## src/rtl/pipe_hazard_ctrl_if.sv

```systemverilog
// Pipeline control bus: stage handshake inputs, decode operand fields,
// and the valid/allowin/hazard/bypass results.
interface pipe_hazard_ctrl_if #(
  parameter int NSTAGE = 5,
  parameter int AW     = 5,
  parameter int DW     = 32
);
  logic                 if_valid;
  logic [NSTAGE-1:0]    ready_go;
  logic                 flush;
  logic [AW-1:0]        id_rs1;
  logic [AW-1:0]        id_rs2;
  logic                 id_rs1_en;
  logic                 id_rs2_en;
  logic [AW-1:0]        id_rd;
  logic                 id_rd_we;
  logic                 id_is_load;
  logic [NSTAGE*DW-1:0] stage_wdata;
  logic [NSTAGE-1:0]    stage_valid;
  logic [NSTAGE-1:0]    allowin;
  logic                 id_stall;
  logic                 fwd_rs1_hit;
  logic                 fwd_rs2_hit;
  logic [DW-1:0]        fwd_rs1_data;
  logic [DW-1:0]        fwd_rs2_data;

  modport master (
    output if_valid, ready_go, flush, id_rs1, id_rs2, id_rs1_en, id_rs2_en,
           id_rd, id_rd_we, id_is_load, stage_wdata,
    input  stage_valid, allowin, id_stall, fwd_rs1_hit, fwd_rs2_hit,
           fwd_rs1_data, fwd_rs2_data
  );

  modport slave (
    input  if_valid, ready_go, flush, id_rs1, id_rs2, id_rs1_en, id_rs2_en,
           id_rd, id_rd_we, id_is_load, stage_wdata,
    output stage_valid, allowin, id_stall, fwd_rs1_hit, fwd_rs2_hit,
           fwd_rs1_data, fwd_rs2_data
  );
endinterface

```

## src/rtl/pipe_hazard_ctrl.sv

```systemverilog
// In-order pipeline backbone: stage valids, allowin chain, destination tracking and RAW stall.
// Define PIPE_HAZARD_FWD_EN to build the bypass network; otherwise every RAW match stalls.
module pipe_hazard_ctrl #(
  parameter int NSTAGE      = 5,
  parameter int AW          = 5,
  parameter int DW          = 32,
  parameter int LD_STAGE    = 3,
  parameter int FLUSH_DEPTH = 1
) (
  input logic               clk,
  input logic               reset,
  pipe_hazard_ctrl_if.slave bus
);

  logic [NSTAGE-1:1]         valid;
  logic [NSTAGE-1:2][AW-1:0] tab_rd;
  logic [NSTAGE-1:2]         tab_we;
  logic [NSTAGE-1:2]         tab_ld;

  logic [NSTAGE-1:0] sv;
  logic [NSTAGE-1:0] rg;
  logic [NSTAGE-1:0] allow;
  logic              chain;
  logic              stall;

  logic [1:0][AW-1:0] rs;
  logic [1:0]         rs_en;
  logic [1:0]         m_any;

  assign sv    = {valid, bus.if_valid};
  assign rs    = {bus.id_rs2, bus.id_rs1};
  assign rs_en = {bus.id_rs2_en, bus.id_rs1_en};

  always_comb begin
    rg    = bus.ready_go;
    rg[1] = bus.ready_go[1] & ~stall;
    allow = '0;
    chain = 1'b1;
    for (int i = NSTAGE-1; i >= 0; i--) begin
      allow[i] = ~sv[i] | (rg[i] & chain);
      chain    = allow[i];
    end
  end

`ifdef PIPE_HAZARD_FWD_EN
  logic [1:0]         m_ok;
  logic [1:0][DW-1:0] m_data;
  logic [1:0]         fwd_hit;
`endif

  // Scan oldest to youngest so the youngest matching producer wins.
  always_comb begin
    m_any = '0;
`ifdef PIPE_HAZARD_FWD_EN
    m_ok   = '0;
    m_data = '0;
`endif
    for (int s = 0; s < 2; s++) begin
      for (int j = NSTAGE-1; j >= 2; j--) begin
        if (valid[1] & rs_en[s] & valid[j] & tab_we[j] & (tab_rd[j] == rs[s])) begin
          m_any[s] = 1'b1;
`ifdef PIPE_HAZARD_FWD_EN
          m_ok[s]   = bus.ready_go[j] & ~(tab_ld[j] & (j < LD_STAGE));
          m_data[s] = bus.stage_wdata[j*DW +: DW];
`endif
        end
      end
    end
  end

`ifdef PIPE_HAZARD_FWD_EN
  assign stall            = |(m_any & ~m_ok);
  assign fwd_hit          = m_any & m_ok;
  assign bus.fwd_rs1_hit  = fwd_hit[0];
  assign bus.fwd_rs2_hit  = fwd_hit[1];
  assign bus.fwd_rs1_data = fwd_hit[0] ? m_data[0] : '0;
  assign bus.fwd_rs2_data = fwd_hit[1] ? m_data[1] : '0;

  logic unused_wdata;
  assign unused_wdata = ^bus.stage_wdata[2*DW-1:0];
`else
  assign stall            = |m_any;
  assign bus.fwd_rs1_hit  = 1'b0;
  assign bus.fwd_rs2_hit  = 1'b0;
  assign bus.fwd_rs1_data = '0;
  assign bus.fwd_rs2_data = '0;

  logic unused_fwd;
  assign unused_fwd = ^{bus.stage_wdata, tab_ld};
`endif

  assign bus.stage_valid = sv;
  assign bus.allowin     = allow;
  assign bus.id_stall    = stall;

  always_ff @(posedge clk) begin
    if (reset) begin
      valid  <= '0;
      tab_we <= '0;
    end else begin
      for (int i = 1; i < NSTAGE; i++)
        if (allow[i]) valid[i] <= sv[i-1] & rg[i-1];
      if (allow[2]) begin
        tab_rd[2] <= bus.id_rd;
        tab_we[2] <= bus.id_rd_we & (bus.id_rd != '0) & sv[1] & rg[1];
        tab_ld[2] <= bus.id_is_load;
      end
      for (int j = 3; j < NSTAGE; j++) begin
        if (allow[j]) begin
          tab_rd[j] <= tab_rd[j-1];
          tab_we[j] <= tab_we[j-1];
          tab_ld[j] <= tab_ld[j-1];
        end
      end
      // Squash overrides advance in the young stages only.
      if (bus.flush) begin
        for (int i = 1; i <= FLUSH_DEPTH; i++) valid[i] <= 1'b0;
        for (int i = 2; i <= FLUSH_DEPTH; i++) tab_we[i] <= 1'b0;
      end
    end
  end

endmodule

```

## src/flat_wrapper.sv

```systemverilog
// flat-port wrapper written by rule: the top's interface ports become plain ports
module pipe_hazard_ctrl_flat 
#(
  parameter int NSTAGE      = 5,
  parameter int AW          = 5,
  parameter int DW          = 32,
  parameter int LD_STAGE    = 3,
  parameter int FLUSH_DEPTH = 1
)
  (clk, reset, bus_if_valid, bus_ready_go, bus_flush, bus_id_rs1, bus_id_rs2, bus_id_rs1_en, bus_id_rs2_en, bus_id_rd, bus_id_rd_we, bus_id_is_load, bus_stage_wdata, bus_stage_valid, bus_allowin, bus_id_stall, bus_fwd_rs1_hit, bus_fwd_rs2_hit, bus_fwd_rs1_data, bus_fwd_rs2_data);
  pipe_hazard_ctrl_if #(.NSTAGE(NSTAGE), .AW(AW), .DW(DW)) bus_i ();
  input logic clk;
  input logic reset;
  input wire logic [$bits(bus_i.if_valid)-1:0] bus_if_valid;
  input wire logic [$bits(bus_i.ready_go)-1:0] bus_ready_go;
  input wire logic [$bits(bus_i.flush)-1:0] bus_flush;
  input wire logic [$bits(bus_i.id_rs1)-1:0] bus_id_rs1;
  input wire logic [$bits(bus_i.id_rs2)-1:0] bus_id_rs2;
  input wire logic [$bits(bus_i.id_rs1_en)-1:0] bus_id_rs1_en;
  input wire logic [$bits(bus_i.id_rs2_en)-1:0] bus_id_rs2_en;
  input wire logic [$bits(bus_i.id_rd)-1:0] bus_id_rd;
  input wire logic [$bits(bus_i.id_rd_we)-1:0] bus_id_rd_we;
  input wire logic [$bits(bus_i.id_is_load)-1:0] bus_id_is_load;
  input wire logic [$bits(bus_i.stage_wdata)-1:0] bus_stage_wdata;
  output wire logic [$bits(bus_i.stage_valid)-1:0] bus_stage_valid;
  output wire logic [$bits(bus_i.allowin)-1:0] bus_allowin;
  output wire logic [$bits(bus_i.id_stall)-1:0] bus_id_stall;
  output wire logic [$bits(bus_i.fwd_rs1_hit)-1:0] bus_fwd_rs1_hit;
  output wire logic [$bits(bus_i.fwd_rs2_hit)-1:0] bus_fwd_rs2_hit;
  output wire logic [$bits(bus_i.fwd_rs1_data)-1:0] bus_fwd_rs1_data;
  output wire logic [$bits(bus_i.fwd_rs2_data)-1:0] bus_fwd_rs2_data;
  assign bus_i.if_valid = bus_if_valid;
  assign bus_i.ready_go = bus_ready_go;
  assign bus_i.flush = bus_flush;
  assign bus_i.id_rs1 = bus_id_rs1;
  assign bus_i.id_rs2 = bus_id_rs2;
  assign bus_i.id_rs1_en = bus_id_rs1_en;
  assign bus_i.id_rs2_en = bus_id_rs2_en;
  assign bus_i.id_rd = bus_id_rd;
  assign bus_i.id_rd_we = bus_id_rd_we;
  assign bus_i.id_is_load = bus_id_is_load;
  assign bus_i.stage_wdata = bus_stage_wdata;
  assign bus_stage_valid = bus_i.stage_valid;
  assign bus_allowin = bus_i.allowin;
  assign bus_id_stall = bus_i.id_stall;
  assign bus_fwd_rs1_hit = bus_i.fwd_rs1_hit;
  assign bus_fwd_rs2_hit = bus_i.fwd_rs2_hit;
  assign bus_fwd_rs1_data = bus_i.fwd_rs1_data;
  assign bus_fwd_rs2_data = bus_i.fwd_rs2_data;
  pipe_hazard_ctrl #(.NSTAGE(NSTAGE), .AW(AW), .DW(DW), .LD_STAGE(LD_STAGE), .FLUSH_DEPTH(FLUSH_DEPTH)) u_core (.clk(clk), .reset(reset), .bus(bus_i));
endmodule
```

## config.mk

```make
export PLATFORM = sky130hd
export DESIGN_NAME = pipe_hazard_ctrl_flat
export DESIGN_NICKNAME = d
export VERILOG_FILES = /design/src/rtl/pipe_hazard_ctrl_if.sv /design/src/rtl/pipe_hazard_ctrl.sv /design/src/flat_wrapper.sv
export SDC_FILE = /design/constraint.sdc
export NUM_CORES = 1
export LEC_CHECK = 0
export BUFFER_PORTS_ARGS = -buffer_cell sky130_fd_sc_hd__buf_2
export CAP_MARGIN = 20
export CELL_PAD_IN_SITES_DETAIL_PLACEMENT = 0
export CELL_PAD_IN_SITES_GLOBAL_PLACEMENT = 1
export CORE_AREA = 2 2 104 106
export CTS_BUF_LIST = sky130_fd_sc_hd__clkbuf_16
export DETAILED_ROUTE_END_ITERATION = 8
export DIE_AREA = 0 0 106 108
export PLACE_DENSITY_LB_ADDON = 0.25
export SLEW_MARGIN = 20
export SYNTH_ARGS = -nofsm -noshare
export SYNTH_HDL_FRONTEND = slang
export SYNTH_SLANG_ARGS = --single-unit
```

## constraint.sdc

```tcl
create_clock -name clk -period 1.9 [get_ports clk]
set_input_delay 0.19 -clock clk [delete_from_list [all_inputs] [get_ports clk]]
set_output_delay 0.19 -clock clk [all_outputs]
set_load 0.005 [all_outputs]
```

==> implementation parameters, run 1 <==
Parameter                              Value

Timing
  Setup-failing EPs final ... 1
  Final Hold Vio Count ... 0
  Clock Skews ... just over 0.004 ns
  Clock period minus final worst setup slack ... 1.90 ns
  Setup ws final ... -0.000571 ns
  Setup TNS ... -0.000571 ns
  Final cycle utilization of the critical path ... 100%
  Count of final max-slew check failures ... 0
  Setup repair after global routing missed its margin ... true
  Achievable Freq ... between 500 and 600 MHz

Clocking
  Clock-pin slew of the registers on the worst-case setup and hold paths ... ~0.06 ns
  Number of buffers created by CTS ... 3
  Clock tree from TritonCTS ... done
  Max Root-Sink Buffers ... 2
  Number of clock sinks seen by CTS ... 22
  Buffer type at the clock tree root ... sky130_fd_sc_hd__clkbuf_16
  CTS H-Tree Depth ... 1
  Clk_lat worst skew ... 0.25 ns

Place
  Count of input and output buffers ... 37
  Routability congestion estimate ... between 0.7 and 0.8
  Post-Place Worst Slack ... 0.127 ns
  Detailed-placement wirelength estimate ... between 3000 and 4000 um

Global routing
  Maximum number of pins on one net before global-route repair ... 13
  Initial antenna violation count ... 0
  Remaining global-route overflow ... 0
  Number of global-route vias before repair ... about 1100
  First-pass GRT wire length ... ~5700 um
  GRT Resource Usage Total ... ~6.6%

Die
  Number of placed I/O pins ... 265
  Starting density of the core ... about 17%
  Number of core rows ... 37
  Height of the die ... between 100 and 150 um
  Standard cell core area ... between 10000 and 15000 um^2
  Overall die width ... between 100 and 150 um
  DIE AREA ... around 11000 um^2

Routing
  Number of design-rule violations left by the first detailed-router iteration ... 60
  DRC viols ... 0
  Total vias in the final route ... between 1000 and 1500
  Via density per instance ... between 3 and 4
  Total routed wirelength ... between 3000 and 4000 um
  Remaining antenna violation count ... 0
  Wirelength per Cell ... roughly 10 um
  Iteration count of the initial detailed-routing pass ... 3

Setup path
  Crit path launch ... u_core.tab_rd[11]
  Arrival time of the worst setup path ... about 1.7 ns
  Critical Path Start Type ... flop
  Crit-path max FO ... 4
  Worst path required time ... 1.71 ns
  Setup slack of the worst register-to-register path ... roughly 0.22 ns
  Type of the worst setup path ... reg2out
  Endpoint type of the worst setup path ... output pin
  End of the critical path ... bus_allowin[0]
  Crit Reg-Reg Startpoint ... u_core.tab_rd[2]
  Number of cells traversed by the worst register-to-register path ... 7
  Crit Reg-Reg Endpoint ... u_core.valid[1]

Logic synthesis
  Top cell type's share of synthesized area ... a little under 30%
  Library cell occupying the most area in the post-synthesis netlist ... sky130_fd_sc_hd__buf_4
  Area share of fa/ha/maj cells after synthesis ... 0%
  Synthesis-stage register bit count ... 22
  Mean instance size in the synthesized netlist ... about 9.4 um^2
  Dominant combinational cell family by area after synthesis ... buffers and inverters
  Yosys warnings ... 0
  Sequential cell area fraction in the yosys report ... 34.4%
  Cells taking the most area after synthesis ... sky130_fd_sc_hd__buf_4 (30%), sky130_fd_sc_hd__edfxtp_1 (26%), sky130_fd_sc_hd__xor2_1 (13%)
  Fraction of the mapped netlist area in compound gates ... 6.27%
  Portion of netlist area occupied by mux cells ... less than 1%
  Post-synth design cell area ... ~1700 um^2
  XOR/XNOR share of the synthesized area ... 15.3%
  Distinct cell type count after synthesis ... 29
  Synthesized instance count ... between 150 and 200
  Basic-gate share of the synthesized area counting and, or, nand and nor cells ... between 10% and 20%

Power and ir drop
  Total power draw ... roughly 1.2 mW
  Maximum vdd drop ... ~0.28 mV
  Power per Cell Area ... approximately 580 nW/um^2
  Leakage power total ... a little under 0.9 nW

Status
  Outcome ... finished with violations
  Violations in the final reports ... setup timing

Layout
  # fillers ... 1147
  Fraction of final layout cells sized beyond drive strength 1 ... about 28%
  Number of diodes ... 0
  P&R area growth vs syn ... 18.7%
  Final-stage net count ... 419

Flow run
  Max-cap violation count ... 0

Worst hold path
  Worst hold path type ... in2reg
-- area by class of cell --
| cell class | count | area (um^2) | area share, % |
|---|---|---|---|
| Multi-Input combinational cell | 152 | 911 | 44.7 |
| Sequential cell | 22 | 592 | 29.0 |
| Timing Repair Buffer | 49 | 275 | 13.5 |
| Tap cell | 136 | 170 | 8.35 |
| Clock buffer | 3 | 75.1 | 3.68 |
| Inverter | 3 | 11.3 | 0.552 |
| Clock inverter | 1 | 3.75 | 0.184 |
-- metrics by stage --
stage               util, %  hold WS [ns]  std cells  cell area (um^2)
finish                 19.9         0.125        366              2040
global route           19.9         0.128        366              2040
CTS                    19.6         0.125        366              2010
detailed placement     17.9         0.388        355              1830
global placement       17.9         0.387        355              1830
floorplan                 -         0.289        247              1960
-- power breakdown --
group | leakage (nW) | internal (mW) | switching, mW | total, mW
Clock | 0.0423 | 0.280 | 0.162 | 0.443
Combinational | 0.644 | 0.0685 | 0.110 | 0.178
Sequential | 0.204 | 0.535 | 0.0187 | 0.553
Total | 0.890 | 0.883 | 0.291 | 1.17
-- repair_timing --
action | in CTS | in global routing
setup endpoints to repair | 3 | 3
gates resized for setup | 7 | 6
hold buffers | 0 | 0
setup buffers | 7 | 0
hold endpoints to repair | 0 | 0
pin swaps | 8 | 1
-- state kept, by name (all words and copies together), names as in the netlist --
register / count
u_core.tab_rd: 15
u_core.valid: 4
u_core.tab_we: 3
-- how the worst min path moves through the flow --
stage | cells after the start | slack [ns] | from | end
after detailed placement | 1 | 0.39 | bus_id_rd[2] | u_core.tab_rd[2]
after CTS | 1 | 0.13 | bus_id_rd[2] | u_core.tab_rd[2]
final | 1 | 0.13 | bus_id_rd[2] | u_core.tab_rd[2]
after global routing | 1 | 0.13 | bus_id_rd[2] | u_core.tab_rd[2]
after global placement | 1 | 0.39 | bus_id_rd[2] | u_core.tab_rd[2]
after floorplan | 0 | 0.29 | bus_id_rd[0] | u_core.tab_rd[0]
-- worst max-delay path: stages, from the launching register on --
cell                       delay [ns]
sky130_fd_sc_hd__edfxtp_1        0.41
sky130_fd_sc_hd__xor2_1          0.19
sky130_fd_sc_hd__nor4_2          0.29
sky130_fd_sc_hd__nand3_1         0.18
sky130_fd_sc_hd__nand4_4         0.17
sky130_fd_sc_hd__o221ai_2        0.09
sky130_fd_sc_hd__buf_2           0.13
-- logic make-up after synthesis --
family                    after synthesis
DFF                                    22
other                                   1
muxes                                   1
AOI/OAI and AO/OA                      14
and+or+nand+nor                        41
xor gates and xnor gates               30
buffers and inverters                  73
-- metal layers --
metal / global-route usage, % / vias to the layer above / part of all wire, %
li1: - / 575 / -
met1: 8.74 / 514 / 46
met2: 10.7 / 55 / 48
met3: 1.08 / 2 / 4.9
met4: 2.54 / 0 / 1.2
met5: 0 / - / 0
-- layout by cell type (no fill, tap or decap), types with 2 or more instances in the layout --
cell,n
sky130_fd_sc_hd__nor2b_1,2
sky130_fd_sc_hd__a21oi_1,5
sky130_fd_sc_hd__dfxtp_1,6
sky130_fd_sc_hd__xor2_2,2
sky130_fd_sc_hd__nand3_1,2
sky130_fd_sc_hd__nor2_1,7
sky130_fd_sc_hd__nand2_1,13
sky130_fd_sc_hd__buf_4,12
sky130_fd_sc_hd__nand4_1,6
sky130_fd_sc_hd__xnor2_1,4
sky130_fd_sc_hd__conb_1,66
sky130_fd_sc_hd__nor4_2,5
sky130_fd_sc_hd__xor2_1,24
sky130_fd_sc_hd__inv_1,4
sky130_fd_sc_hd__buf_2,37
sky130_fd_sc_hd__a22oi_2,2
sky130_fd_sc_hd__edfxtp_1,15
sky130_fd_sc_hd__clkbuf_16,3
-- synth_stat cells --
cell,instances
sky130_fd_sc_hd__xor2_1,26
sky130_fd_sc_hd__and2_1,1
sky130_fd_sc_hd__o221ai_4,1
sky130_fd_sc_hd__o22ai_1,1
sky130_fd_sc_hd__nand3_1,2
sky130_fd_sc_hd__a22oi_1,2
sky130_fd_sc_hd__o21ai_0,2
sky130_fd_sc_hd__buf_4,68
sky130_fd_sc_hd__and2b_1,1
sky130_fd_sc_hd__or4_1,1
sky130_fd_sc_hd__nand2_1,13
sky130_fd_sc_hd__buf_2,1
sky130_fd_sc_hd__xnor2_1,4
sky130_fd_sc_hd__edfxtp_1,15
sky130_fd_sc_hd__o21a_1,1
sky130_fd_sc_hd__clkbuf_1,1
sky130_fd_sc_hd__inv_1,3
sky130_fd_sc_hd__o2111ai_1,1
sky130_fd_sc_hd__nor4_1,6
sky130_fd_sc_hd__nor3_1,1
sky130_fd_sc_hd__nand4_2,1
sky130_fd_sc_hd__nor2_1,7
sky130_fd_sc_hd__nand4_1,6
sky130_fd_sc_hd__mux2i_1,1
sky130_fd_sc_hd__dfxtp_1,7
sky130_fd_sc_hd__o221ai_1,1
sky130_fd_sc_hd__nor2b_1,2
sky130_fd_sc_hd__conb_1,1
sky130_fd_sc_hd__a21oi_1,5
Note: power is estimated with default switching activity, not from simulation.
==> run 2, diff against run 1 <==
RECOVER_POWER = 25   (was unset)
==> run 2 against run 1 <==
Net effect: final cell count is the same; sequential share of layout area grew 0.071 points; clock skew did not move; clock power hardly changed; die area did not move; combinational power is essentially flat; critical path type unchanged; the flow still finishes with violations (setup timing); non-clock buffer count did not move; largest power group unchanged; fmax about the same; critical path depth did not move.
==> implementation parameters, run 2 (synthesis gave the netlist of run 1 again) <==
Parameter                              Value

Timing
  Count of final max-slew check failures ... 0 (unchanged)
  Setup ws final ... -0.000591 ns (-0.0000202 ns)
  Final cycle utilization of the critical path ... 100% (about the same)
  Achievable Freq ... 526 MHz (about the same)
  Setup repair after global routing missed its margin ... true
  Final Hold Vio Count ... 0 (unchanged)
  Setup TNS ... -0.000591 ns (-0.0000202 ns)
  Clock Skews ... 0.00414 ns (unchanged)
  Clock period minus final worst setup slack ... 1.90 ns (+0.0000202 ns)
  Hold WS ... 0.125 ns (-0.000424 ns)
  Setup-failing EPs final ... 1 (unchanged)

Layout
  Register with the highest flop count ... u_core.tab_rd
  Post-route non-filler standard cell count ... 366 (unchanged)
  P&R area growth vs syn ... 18.4%
  Top Registers ... u_core.tab_rd x15, u_core.valid x4, u_core.tab_we x3
  Area of all placed cells without fillers ... 2030 um^2 (-0.25%)
  Flip-flop count of the largest register, all copies and words added ... 15 (unchanged)
  Most common cell after layout, fill and taps aside ... sky130_fd_sc_hd__conb_1
  Commonest non-fill, non-tap cells in the layout ... sky130_fd_sc_hd__conb_1 (66), sky130_fd_sc_hd__buf_2 (33), sky130_fd_sc_hd__xor2_1 (24)
  Final-stage net count ... 419 (unchanged)
  Number of diodes ... 0 (unchanged)
  Fraction of final layout cells sized beyond drive strength 1 ... 26.5% (-1.7 points)
  # fillers ... 1150 (+0.26%)

Global routing
  First-pass GRT wire length ... 5690 um (unchanged)
  Layer carrying the most global-route usage ... met2
  Met1 layer usage reported by global route ... 8.74% (unchanged)
  GRT Resource Usage Total ... 6.57% (unchanged)
  Initial antenna violation count ... 0 (unchanged)
  Remaining global-route overflow ... 0 (unchanged)
  Number of global-route vias before repair ... 1065 (unchanged)
  Met2 global-route usage ... 10.7% (unchanged)
  Maximum number of pins on one net before global-route repair ... 13 (unchanged)
  Met3 Track Usage GR ... 1.08% (unchanged)

Setup path
  Setup slack of the worst register-to-register path ... 0.22 ns (about the same)
  Arrival time of the worst setup path ... 1.71 ns (about the same)
  Crit path launch ... u_core.tab_rd[11]
  End of the critical path ... bus_allowin[0]
  Delay-heaviest family, CP ... simple AND/OR/NAND/NOR gates
  Type of the worst setup path ... reg2out
  Critical-path top delay cell ... sky130_fd_sc_hd__edfxtp_1
  Critical Path Start Type ... flop
  Crit Reg-Reg Endpoint ... u_core.valid[1]
  Crit-path max FO ... 4 (unchanged)
  Number of cells traversed by the worst register-to-register path ... 7 (unchanged)
  Total stage count of the critical path ... 6 (unchanged)
  Crit Reg-Reg Startpoint ... u_core.tab_rd[2]
  Worst path required time ... 1.71 ns (about the same)
  Crit-path cells ... xor2_1 -> nor4_2 -> nand3_1 -> nand4_4 -> o221ai_2 -> buf_2
  Stage delay of the slowest cell on the critical path ... 0.41 ns (about the same)
  Endpoint type of the worst setup path ... output pin
  Worst path buffer plus inverter count ... 1 (unchanged)

Place
  Placed cells ... 355 (unchanged)
  Routability congestion estimate ... 0.726 (unchanged)
  Count of input and output buffers ... 37 (unchanged)
  Area after DPL ... 1830 um^2 (unchanged)
  Detailed-placement wirelength estimate ... 3190 um (unchanged)

Routing
  Wirelength per Cell ... 10.4 um (+0.18%)
  Remaining antenna violation count ... 0 (unchanged)
  Total routed wirelength ... 3820 um (+0.18%)
  DRC viols ... 0 (unchanged)
  Total vias in the final route ... 1146 (unchanged)
  Number of design-rule violations left by the first detailed-router iteration ... 60 (unchanged)
  Via density per instance ... 3.13 (unchanged)
  Iteration count of the initial detailed-routing pass ... 3 (unchanged)

Power and ir drop
  Maximum vdd drop ... 0.280 mV (-0.12%)
  Power per Cell Area ... 577 nW/um^2 (+0.16%)
  Total power draw ... 1.17 mW (about the same)
  Leakage power total ... 0.879 nW (-1.2%)

Clocking
  Post-CTS Hold Fix Bufs ... 0 (unchanged)
  Number of clock sinks seen by CTS ... 22 (unchanged)
  Clock tree from TritonCTS ... done
  Buffer type at the clock tree root ... sky130_fd_sc_hd__clkbuf_16
  Number of buffers created by CTS ... 3 (unchanged)
  Clk_lat worst skew ... 0.25 ns (about the same)
  CTS H-Tree Depth ... 1 (unchanged)
  Max Root-Sink Buffers ... 2 (unchanged)
  Clock-pin slew of the registers on the worst-case setup and hold paths ... 0.06 ns (about the same)

Die
  DIE AREA ... 11400 um^2 (unchanged)
  Standard cell core area ... 10200 um^2 (unchanged)
  Starting density of the core ... 16.8% (unchanged)
  Number of core rows ... 37 (unchanged)
  Number of placed I/O pins ... 265 (unchanged)
  Height of the die ... 108 um (unchanged)
  Overall die width ... 106 um (unchanged)

Status
  Outcome ... finished with violations
  Violations in the final reports ... setup timing

Worst hold path
  Worst hold path type ... in2reg

Flow run
  Max-cap violation count ... 0 (unchanged)
-- run 2: cell count changes in the layout (fill, tap and decap cells not counted) --
cell / previous run / this run
sky130_fd_sc_hd__clkbuf_1: 0 / 4
sky130_fd_sc_hd__buf_2: 37 / 33
-- run 2: how the worst min path moves through the flow --
stage,start,endpoint,slack [ns],depth (start not counted)
after detailed placement,bus_id_rd[2],u_core.tab_rd[2],0.39,1
after global routing,bus_id_rd[2],u_core.tab_rd[2],0.13,1
after floorplan,bus_id_rd[0],u_core.tab_rd[0],0.29,0
after global placement,bus_id_rd[2],u_core.tab_rd[2],0.39,1
after CTS,bus_id_rd[2],u_core.tab_rd[2],0.13,1
final,bus_id_rd[2],u_core.tab_rd[2],0.12,1
-- run 2: cell type report --
cell class	instances	area [um^2]	share of cell area, %
clock buffer	3	75.1	3.69
timing repair buffer	49	270	13.3
tap	136	170	8.37
sequential	22	592	29.1
multi-input combinational	152	911	44.8
inverter	3	11.3	0.554
clock inverter	1	3.75	0.185
-- run 2: through the flow --
step           worst slack (ns)  util, %
3_5_place_dp              0.127     17.9
6_report              -0.000591     19.9
3_3_place_gp              0.121     17.9
5_1_grt                  -0.115     19.9
4_1_cts                 -0.0437     19.6
2_1_floorplan             0.317        -
-- run 2: worst reg2reg max path, cell delays in order, from the launching register on --
cell,delay (ns)
sky130_fd_sc_hd__edfxtp_1,0.41
sky130_fd_sc_hd__xor2_1,0.22
sky130_fd_sc_hd__nor4_2,0.09
sky130_fd_sc_hd__a22oi_2,0.23
sky130_fd_sc_hd__nand4_4,0.15
sky130_fd_sc_hd__buf_4,0.17
sky130_fd_sc_hd__buf_4,0.13
sky130_fd_sc_hd__o21a_1,0.17
-- run 2: timing repair --
item,in CTS,in global routing
gates resized for setup,7,6
endpoints found under the setup margin,3,3
pin swaps,8,1
setup buffers,7,0
-- run 2: report_power, final --
part           internal (mW)  total, mW  switching [mW]
combinational         0.0674      0.177           0.110
sequential             0.535      0.553          0.0187
clock                  0.280      0.443           0.162
-- run 2: metal layers --
layer | part of all wire [%] | up-vias
met2 | 48 | 55
met1 | 46 | 514
li1 | - | 575
met3 | 4.9 | 2
met5 | 0 | -
met4 | 1.2 | 0
==> run 3, diff against run 2 <==
ABC_AREA = 0   (was unset)
SKIP_LAST_GASP = 1   (was unset)
==> run 3 against run 2 <==
Net effect: the run still ends with setup timing left; global-route usage stayed put; sequential cell count stayed put; sequential share of layout area is 0.090 points higher; worst hold slack stayed put; first-iteration DRC count is 5.0% lower; critical path type unchanged.
==> implementation parameters, run 3 (synthesis gave the netlist of run 1 again) <==
Parameter                              Value

Place
  Area after DPL ... 1830 um^2 (unchanged)
  Detailed-placement wirelength estimate ... 3190 um (unchanged)
  Placed cells ... 355 (unchanged)
  Count of input and output buffers ... 37 (unchanged)
  Routability congestion estimate ... 0.726 (unchanged)

Setup path
  Critical-path top delay cell ... sky130_fd_sc_hd__edfxtp_1
  Critical Path Start Type ... flop
  Worst path required time ... 1.71 ns (about the same)
  Stage delay of the slowest cell on the critical path ... 0.41 ns (about the same)
  Arrival time of the worst setup path ... 1.72 ns (about the same)
  Endpoint type of the worst setup path ... output pin
  Crit-path cells ... xor2_1 -> nor4_2 -> nand3_1 -> nand4_4 -> o221ai_2 -> buf_2
  Worst path buffer plus inverter count ... 1 (unchanged)
  Crit-path max FO ... 4 (unchanged)
  Type of the worst setup path ... reg2out
  Delay-heaviest family, CP ... simple AND/OR/NAND/NOR gates

Layout
  # fillers ... 1152 (+0.17%)
  Most common cell after layout, fill and taps aside ... sky130_fd_sc_hd__conb_1
  Post-route non-filler standard cell count ... 366 (unchanged)
  Register with the highest flop count ... u_core.tab_rd
  Fraction of final layout cells sized beyond drive strength 1 ... 25.7% (-0.87 points)
  Commonest non-fill, non-tap cells in the layout ... sky130_fd_sc_hd__conb_1 (66), sky130_fd_sc_hd__buf_2 (32), sky130_fd_sc_hd__xor2_1 (24)
  Number of diodes ... 0 (unchanged)
  Flip-flop count of the largest register, all copies and words added ... 15 (unchanged)
  Area of all placed cells without fillers ... 2030 um^2 (-0.31%)
  Top Registers ... u_core.tab_rd x15, u_core.valid x4, u_core.tab_we x3
  Final-stage net count ... 419 (unchanged)
  P&R area growth vs syn ... 18.1%

Power and ir drop
  Leakage power total ... 0.876 nW (-0.34%)
  Maximum vdd drop ... 0.280 mV (about the same)
  Power per Cell Area ... 578 nW/um^2 (+0.21%)

Clocking
  Buffer type at the clock tree root ... sky130_fd_sc_hd__clkbuf_16
  Clock tree from TritonCTS ... done
  Max Root-Sink Buffers ... 2 (unchanged)
  CTS H-Tree Depth ... 1 (unchanged)
  Clk_lat worst skew ... 0.25 ns (about the same)
  Post-CTS Hold Fix Bufs ... 0 (unchanged)
  Number of clock sinks seen by CTS ... 22 (unchanged)
  Number of buffers created by CTS ... 3 (unchanged)
  Clock-pin slew of the registers on the worst-case setup and hold paths ... 0.06 ns (about the same)

Timing
  Final Hold Vio Count ... 0 (unchanged)
  Clock Skews ... 0.00414 ns (unchanged)
  Clock period minus final worst setup slack ... 1.91 ns (+0.00476 ns)
  Setup-failing EPs final ... 1 (unchanged)
  Achievable Freq ... 525 MHz (-0.25%)
  Final cycle utilization of the critical path ... 100% (+0.25 points)
  Count of final max-slew check failures ... 0 (unchanged)
  Setup ws final ... -0.00535 ns (-0.00476 ns)
  Setup repair after global routing missed its margin ... true

Global routing
  Initial antenna violation count ... 0 (unchanged)
  Maximum number of pins on one net before global-route repair ... 13 (unchanged)
  Remaining global-route overflow ... 0 (unchanged)
  Number of global-route vias before repair ... 1065 (unchanged)
  First-pass GRT wire length ... 5690 um (unchanged)
  GRT Resource Usage Total ... 6.57% (unchanged)

Status
  Violations in the final reports ... setup timing
  Outcome ... finished with violations

Routing
  Remaining antenna violation count ... 0 (unchanged)
  Total vias in the final route ... 1148 (+0.17%)
  Iteration count of the initial detailed-routing pass ... 3 (unchanged)
  Wirelength per Cell ... 10.4 um (-0.29%)
  Total routed wirelength ... 3810 um (-0.29%)
  Via density per instance ... 3.14 (+0.17%)
  Number of design-rule violations left by the first detailed-router iteration ... 57 (-5.0%)
  DRC viols ... 0 (unchanged)

Worst hold path
  Worst hold path type ... in2reg

Flow run
  Max-cap violation count ... 0 (unchanged)

Die
  Height of the die ... 108 um (unchanged)
  DIE AREA ... 11400 um^2 (unchanged)
  Number of placed I/O pins ... 265 (unchanged)
  Standard cell core area ... 10200 um^2 (unchanged)
  Overall die width ... 106 um (unchanged)
  Starting density of the core ... 16.8% (unchanged)
  Number of core rows ... 37 (unchanged)
run 3: cell count changes in the layout (fill, tap and decap cells not counted), sizes merged:
cell / delta
clkbuf: +1
buf: -1
run 3: worst reg2reg max path, delay by kind of cell, from the launching register on:
| kind | cells | cell delay (ns) |
|---|---|---|
| AO/OA/AOI/OAI | 2 | 0.44 |
| AND/OR/NAND/NOR | 2 | 0.25 |
| XOR/XNOR | 1 | 0.20 |
| flip-flops | 1 | 0.44 |
| buffers and inverters | 2 | 0.30 |
run 3: final timing paths:
check,cells after the start,slack (ns),endpoint,from
hold reg to reg,2,0.47,u_core.tab_we[4],u_core.tab_we[4]
setup / recovery,6,-0.005,bus_allowin[0],u_core.tab_rd[11]
hold / removal,1,0.12,u_core.tab_rd[2],bus_id_rd[2]
setup reg to reg,7,0.16,u_core.valid[1],u_core.tab_rd[8]
run 3: layout make-up:
cell class / count / area [um^2] / area share [%]
clock buffers: 3 / 75.1 / 3.70
clock inverters: 1 / 3.75 / 0.185
inverters: 3 / 11.3 / 0.556
multi-input cells: 152 / 906 / 44.7
flip-flops and latches: 22 / 592 / 29.2
well taps: 136 / 170 / 8.40
repair buffers: 49 / 269 / 13.3
run 3: metal layers:
metal / vias up / share of wire (%) / track usage [%]
li1: 575 / - / -
met2: 55 / 48 / 10.7
met5: - / 0 / 0
met1: 516 / 45 / 8.74
met4: 0 / 1.2 / 2.54
met3: 2 / 5.0 / 1.08
run 3: report_power, final:
group	total [mW]	switching, mW	internal, mW
registers	0.553	0.0187	0.535
logic	0.176	0.109	0.0670
clock network	0.443	0.162	0.280
total	1.17	0.290	0.882
run 3: per-stage QoR:
step	hold slack [ns]	setup slack (ns)	utilization [%]	total power [mW]	TNS, ns
after detailed placement	0.388	0.127	17.9	0.721	0
final	0.125	-0.00535	19.8	1.17	-0.00535
after global routing	0.128	-0.137	19.8	1.24	-0.354
after floorplan	0.289	0.317	-	0.754	0
after global placement	0.387	0.121	17.9	0.721	0
after CTS	0.125	-0.0437	19.6	1.19	-0.0779
run 3: repair_timing:
item                       in CTS  in global routing
cloned                          0                  0
resized for setup               7                  5
setup endpoints to repair       3                  3
setup buffers                   7                  0
pin swaps                       8                  1
